[src/rtl/bin_to_ascii_stream.sv]
// Binary-to-ASCII serializer: captures a WIDTH-bit word, streams it MSB first as '0'/'1' or hex digits.
// Optional BIN_ASCII_CRLF_EN appends CR/LF to every frame.
module bin_to_ascii_stream #(
    parameter int unsigned WIDTH = 32,
    parameter int unsigned CNT_W = 16
) (
    input  logic             clk,
    input  logic             reset,
    input  logic             in_valid,
    output logic             in_ready,
    input  logic [WIDTH-1:0] in_data,
    input  logic             in_hex,
    output logic             out_valid,
    input  logic             out_ready,
    output logic [7:0]       out_char,
    output logic             out_last,
    output logic             busy,
    output logic [CNT_W-1:0] frame_cnt
);

    localparam int unsigned IDX_W = $clog2(WIDTH + 1);
    localparam int unsigned HEX_N = (WIDTH + 3) / 4;
    localparam int unsigned PAD_W = 4 * HEX_N;

`ifdef BIN_ASCII_CRLF_EN
    typedef enum logic [1:0] {IDLE, EMIT, CR, LF} state_t;
`else
    typedef enum logic [0:0] {IDLE, EMIT} state_t;
`endif

    state_t             state_q, state_d;
    logic [WIDTH-1:0]   data_q, data_d;
    logic               hex_q, hex_d;
    logic [IDX_W-1:0]   idx_q, idx_d, idx_m1;
    logic               valid_d, last_d;
    logic [7:0]         char_d;
    logic [CNT_W-1:0]   cnt_d;

    // ASCII character for digit position i of word d (i counts from the LSB digit)
    function automatic logic [7:0] char_of(input logic [WIDTH-1:0] d, input logic h,
                                           input logic [IDX_W-1:0] i);
        logic [PAD_W-1:0] pad;
        logic [IDX_W+1:0] nsh;
        logic [3:0]       nib;
        logic             b;
        pad = PAD_W'(d);
        nsh = {i, 2'b00};
        nib = 4'(pad >> nsh);
        b   = |((d >> i) & WIDTH'(1));
        if (h) begin
            char_of = (nib < 4'd10) ? (8'h30 + 8'(nib)) : (8'h41 + 8'(nib - 4'd10));
        end else begin
            char_of = b ? 8'h31 : 8'h30;
        end
    endfunction

    // A digit carries out_last only when no CR/LF trailer follows it
    function automatic logic digit_last(input logic [IDX_W-1:0] i);
`ifdef BIN_ASCII_CRLF_EN
        digit_last = 1'b0 & (i == '0);
`else
        digit_last = (i == '0);
`endif
    endfunction

    assign in_ready = (state_q == IDLE);
    assign busy     = (state_q != IDLE);

    always_ff @(posedge clk or posedge reset) begin
        if (reset) begin
            state_q   <= IDLE;
            data_q    <= '0;
            hex_q     <= 1'b0;
            idx_q     <= '0;
            out_valid <= 1'b0;
            out_char  <= 8'h00;
            out_last  <= 1'b0;
            frame_cnt <= '0;
        end else begin
            state_q   <= state_d;
            data_q    <= data_d;
            hex_q     <= hex_d;
            idx_q     <= idx_d;
            out_valid <= valid_d;
            out_char  <= char_d;
            out_last  <= last_d;
            frame_cnt <= cnt_d;
        end
    end

    always_comb begin
        state_d = state_q;
        data_d  = data_q;
        hex_d   = hex_q;
        idx_d   = idx_q;
        idx_m1  = idx_q - IDX_W'(1);
        valid_d = out_valid;
        char_d  = out_char;
        last_d  = out_last;
        cnt_d   = frame_cnt;

        case (state_q)
            IDLE: begin
                if (in_valid) begin
                    data_d  = in_data;
                    hex_d   = in_hex;
                    idx_d   = in_hex ? IDX_W'(HEX_N - 1) : IDX_W'(WIDTH - 1);
                    state_d = EMIT;
                end
            end
            EMIT: begin
                // First beat after capture loads the MSB digit; later beats advance on transfer
                if (!out_valid) begin
                    valid_d = 1'b1;
                    char_d  = char_of(data_q, hex_q, idx_q);
                    last_d  = digit_last(idx_q);
                end else if (out_ready) begin
                    if (idx_q != '0) begin
                        idx_d  = idx_m1;
                        char_d = char_of(data_q, hex_q, idx_m1);
                        last_d = digit_last(idx_m1);
                    end else begin
`ifdef BIN_ASCII_CRLF_EN
                        state_d = CR;
                        char_d  = 8'h0D;
                        last_d  = 1'b0;
`else
                        state_d = IDLE;
                        valid_d = 1'b0;
                        last_d  = 1'b0;
                        cnt_d   = frame_cnt + CNT_W'(1);
`endif
                    end
                end
            end
`ifdef BIN_ASCII_CRLF_EN
            CR: begin
                if (out_ready) begin
                    state_d = LF;
                    char_d  = 8'h0A;
                    last_d  = 1'b1;
                end
            end
            LF: begin
                if (out_ready) begin
                    state_d = IDLE;
                    valid_d = 1'b0;
                    last_d  = 1'b0;
                    cnt_d   = frame_cnt + CNT_W'(1);
                end
            end
`endif
            default: state_d = IDLE;
        endcase
    end

endmodule

[config.mk]
export PLATFORM = sky130hd
export DESIGN_NAME = bin_to_ascii_stream
export DESIGN_NICKNAME = d
export VERILOG_FILES = /design/src/rtl/bin_to_ascii_stream.sv
export SDC_FILE = /design/constraint.sdc
export NUM_CORES = 1
export LEC_CHECK = 0
export BUFFER_PORTS_ARGS = -buffer_cell sky130_fd_sc_hd__buf_2
export CAP_MARGIN = 10
export CORE_MARGIN = 3
export CORE_UTILIZATION = 59
export CTS_BUF_LIST = sky130_fd_sc_hd__clkbuf_4
export DETAILED_ROUTE_END_ITERATION = 7
export GPL_TIMING_DRIVEN = 0
export PLACE_DENSITY = 0.86
export SLEW_MARGIN = 25
export SYNTH_ARGS = -nofsm -noshare
export SYNTH_HDL_FRONTEND = slang
export SYNTH_SLANG_ARGS = --single-unit
[constraint.sdc]
create_clock -name clk -period 4.1 [get_ports clk]
set_input_delay 0.615 -clock clk [delete_from_list [all_inputs] [get_ports clk]]
set_output_delay 0.615 -clock clk [all_outputs]
set_load 0.02 [all_outputs]
-- Word-level counts from Yosys, hierarchy flattened
Cells that the tools add are included.
Widths: inputs -> output; s select.
- shifts and indexed selects: 4
- reductions and logical operators: 8
- $lt $le $gt $ge: 2
- add/sub/neg operators: 8
- mux-type cells: 23
- bitwise logic cells: 2
- equal/unequal tests: 6
- operators by type and width (cell ; count):
    $shr 32x6->1 ; 2
    $shr 32x8->4 ; 2
    $mux 8 ; 7
    $mux 6 ; 4
    $add 16x1->16 const B ; 1
    $add 7x8->8 const A ; 2
    $add 6x4->7 const A ; 2
    $logic_not 6->1 ; 2
    $pmux 6 s2 ; 1
    $sub 4x4->5 const B ; 2
    $mux 1 ; 9
    $lt 4x4->1 const B ; 2
    $reduce_and 4->1 ; 2
    $ne 2x1->1 const B ; 3
    $ne 2x2->1 const B ; 3
    $reduce_bool 6->1 ; 1
    $sub 6x1->6 const B ; 1
    $mux 5 ; 1
    $reduce_and 2->1 ; 2
    $reduce_and 3->1 ; 1
    $not 1->1 ; 2
    $pmux 1 s2 ; 1
- output and inout port bits: 28
- register bits: 66
- logic and storage cells: 61

-- Depth between registers and ports, before layout
- word-level depth: 9
- gate-level depth with buffers: 16
- depth with buffers taken out: 12

-- Worst setup path after synthesis
OpenSTA, ideal clock, no wires.
- path type: reg2reg
- from: reg idx_q[0]
- to: reg out_char[0]
- data arrival time: 3.486 ns
- path slack: 0.492 ns
- clock period less this slack: 3.608 ns
- stages on the path, launching flop included: 17
- required time: 3.979 ns
- cells stage by stage: dfrtp_1 buf_6 buf_2 buf_2 inv_1 ha_1 clkbuf_1 mux4_2 mux2_2 o211ai_1 ha_1 inv_1 ha_1 clkbuf_1 xor2_1 a21o_1 o22a_1
- longest elaborated chain between the ends: 9
- elaborated cells on any way between the ends: 25
- those cells by class: 7 x add/sub; 2 x order compare; 1 x eq/ne; 4 x shift; 9 x mux; 2 x reduce/logical
- RTL lines (element ; line ; RTL):
    start: declaration ; 34 ; logic [IDX_W-1:0] idx_q, idx_d, idx_m1;
    start signal: assignment ; 83 ; idx_q <= idx_d;
    $sub 6x1->6 ; 96 ; idx_m1 = idx_q - IDX_W'(1);
    $shr 32x8->4 ; 48 ; nib = 4'(pad >> nsh);
    $sub 4x4->5 ; 51 ; char_of = (nib < 4'd10) ? (8'h30 + 8'(nib)) : (8'h41 + 8'(nib - 4'd10));
    $add 7x8->8 ; 51 ;
    $mux 8 ; 51 ;
    $mux 8 ; 50 ; if (h) begin
    $mux 8 ; 118 ; if (idx_q != '0) begin
    $mux 8 ; 117 ; end else if (out_ready) begin
    $mux 8 ; 113 ; if (!out_valid) begin
    end signal: assignment ; 85 ; out_char <= char_d;
    end: declaration ; 15 ; output logic [7:0] out_char,
Parallel ways exist; a longest one is shown, timed or not. The select of a mux whose other input is x is not followed.
A chain may end at the register's enable or synchronous reset.

-- Final worst setup path
Ends and elaborated chain as after synthesis.

==> results.json <==
{
  "ir_worst_vdd_mv": 0.4622,
  "clock-sinks": 65,
  "syn_area_um2": 4334,
  "dieArea_um2": 8411,
  "p_total_mw": 4.140,
  "critPathLaunchType": "register",
  "finish.net_count": 515,
  "status": "finished clean",
  "synth_top_area_cell": "dfrtp_1",
  "worstMarginPinSlew_ns": 0.7436,
  "max_freq_ghz": 0.2575,
  "synth-async-reset-ratio_pct": 100.0,
  "critical_path_required_ns": 4.43,
  "synth_cells": 392,
  "hp-class": "input pin to asynchronous set/reset pin",
  "period_needed_ns": 3.884,
  "dr.first_iter.drc_count": 244,
  "synth_warnings": 0,
  "multiInputGateArea_um2": 2561,
  "register_area_um2": 1627,
  "cp_max_fo": 10,
  "core_area_um2": 6944,
  "synth_top_area_share_pct": 37.53,
  "finClkSkew_ns": 0.01687,
  "n_antenna_cell": 0,
  "die_width_um": 91.71,
  "numPortBuffers": 63,
  "fp-row-count": 30,
  "area_delta_synth_final_pct": 15.24,
  "setup_viol": 0,
  "finalMaxSlewViolations": 0,
  "ys_ff_latch": 65,
  "grt_setup_unrepaired": "false",
  "clk_latency_ns": 0.44,
  "hold_slack_ns": 0.1308,
  "first_global_vias": 3411,
  "path_class": "register to register",
  "p_leak_nw": 2.262,
  "synth_most_common_cell": "dfrtp_1",
  "h-tree-depth": 3,
  "powerDensity_nw_per_um2": 828.9,
  "synth-edff-count": 0,
  "place_area_um2": 4792,
  "vias": 3506,
  "ys.flop_type": "dfrtp_1",
  "cts_buffer_depth": 2,
  "dp_hpwl_mm": 7.855,
  "n_fill_cell": 498,
  "grt_max_degree": 39,
  "wirelength_mm": 10.40,
  "synth.top_cells.by_count": "dfrtp_1, nand2_1, mux2_2, mux4_2, nor2_1",
  "numCtsBuffers": 9,
  "clkTransAtPathRegs_ns": 0.12,
  "synth_nets": 440,
  "drive_gt1_share_pct": 35.81,
  "avgSynthCellArea_um2": 11.06,
  "ant_nets": 0,
  "antenna_found_initial": 0,
  "first_pass_iters": 5,
  "post-place-ws_ns": -0.1692,
  "cts_tree": "built",
  "die_y_um": 91.71,
  "gp_congestion": 0.9708,
  "max-cap-violations": 0,
  "yosysSeqAreaShare_pct": 37.53,
  "hold_buffers": 0,
  "ys_types": 58,
  "crit_path_end_kind": "register",
  "synth.area.top_cells": "dfrtp_1, mux4_2, mux2_2",
  "wl_per_cell_um": 18.31,
  "via_per_inst": 6.173,
  "clockRootBuffer": "clkbuf_4",
  "worstPathArrival_ns": 4.21,
  "overflow": 0,
  "layout_setup_ws_ns": 0.2158,
  "slew_headroom_pct": 50.04,
  "grt_usage_pct": 26.33,
  "initial_core_util_pct": 62.41,
  "hold_viol_final": 0,
  "grt_pass1_wl_mm": 17.19,
  "drcViolationCount": 0,
  "fin_crit_sh_pct": 94.74,
  "fin_area_um2": 4995,
  "io_pins": 65
}
## state kept, by name (all words and copies together), names as in the netlist
register,count
idx_q,6
out_last,1
hex_q,1
frame_cnt,16
out_char,7
out_valid,1
busy,1
data_q,32
## path summary, 6_finish.rpt
path	end	slack, ns	start	depth (start not counted)
setup reg to reg	out_char[0]$_DFFE_PP0P_	0.22	idx_q[0]$_DFFE_PP0P_	15
setup / recovery	out_char[0]$_DFFE_PP0P_	0.22	idx_q[0]$_DFFE_PP0P_	15
hold / removal	data_q[10]$_DFFE_PP0P_	0.13	reset	2
hold reg to reg	frame_cnt[15]$_DFFE_PP0P_	0.48	frame_cnt[15]$_DFFE_PP0P_	1
max in group asynchronous	out_char[1]$_DFFE_PP0P_	3.45	reset	3
min in group clk	idx_q[4]$_DFFE_PP0P_	0.37	in_hex	2
## metrics by stage
step                util, %  setup TNS [ns]  std cells
floorplan                 -               0        392
global placement      68.68         -0.2697        551
detailed placement    69.01         -0.6883        552
CTS                   71.48               0        567
global route          71.93               0        568
finish                71.93               0        568
## per-layer routing
| metal | vias up | GRT usage [%] | wire length, µm |
|---|---|---|---|
| li1 | 1608 | - | - |
| met1 | 1705 | 34.21 | 4228 |
| met2 | 165 | 41.21 | 5003 |
| met3 | 28 | 7.219 | 848 |
| met4 | 0 | 12.25 | 321 |
| met5 | - | 0 | 0 |
## area by class of cell
type,instances,share of cell area [%]
plain buffers,25,2.555
clock buffers,10,1.503
clock inverters,6,1.804
inverters,13,1.027
multi-input cells,288,51.28
flip-flops and latches,65,32.57
well taps,96,2.405
repair buffers,65,6.864
## what timing repair did
item	CTS	global route
endpoints found under the setup margin	7	7
resized for setup	2	3
buffers inserted	0	1
endpoints found under the hold margin	0	0
pin swaps	0	1
## cells in the final DEF, fill, tap and decap left out, drive strengths merged, types with 3 or more instances in the layout
cell / n
xor2: 8
nor2b: 3
clkbuf: 24
nor2: 26
a22oi: 3
nand3: 10
mux2: 37
xnor2: 18
a21oi: 21
nand4: 4
mux4: 27
nand2: 38
nor3: 5
a211oi: 6
inv: 15
o21ai: 10
and3: 5
dfrtp: 65
or4: 3
ha: 11
o211ai: 7
mux2i: 16
buf: 76
## power by group
part	internal (mW)	total, mW	switching, mW	leakage [nW]
Combinational	1.25	2.49	1.24	1.37
Clock	0.257	0.512	0.255	0.0890
Sequential	0.858	1.14	0.285	0.805
Total	2.36	4.14	1.78	2.26
## cell families (layout without fill, tap and decap cells)
| group | after synthesis | in the layout | share of synthesized area [%] |
|---|---|---|---|
| AO/OA/AOI/OAI | 66 | 66 | 10.91 |
| XOR/XNOR | 26 | 26 | 5.254 |
| adder cells (fa/ha/maj) | 11 | 11 | 3.175 |
| buffers and inverters | 39 | 119 | 4.099 |
| flip-flops | 65 | 65 | 37.53 |
| multiplexers | 80 | 80 | 27.42 |
| other | 1 | 1 | 0.08652 |
| AND/OR/NAND/NOR | 104 | 104 | 11.52 |
## critical path, cell delays in order (launching register included)
cell	delay (ns)
dfrtp_1	0.47
buf_6	0.20
clkbuf_4	0.25
buf_2	0.26
inv_1	0.17
ha_4	0.38
mux4_2	0.33
mux2_2	0.28
o211ai_1	0.23
ha_1	0.23
inv_1	0.04
ha_1	0.16
clkbuf_1	0.20
xor2_1	0.21
a21o_1	0.19
o22a_1	0.17
Note: power is estimated with default switching activity, not from simulation.
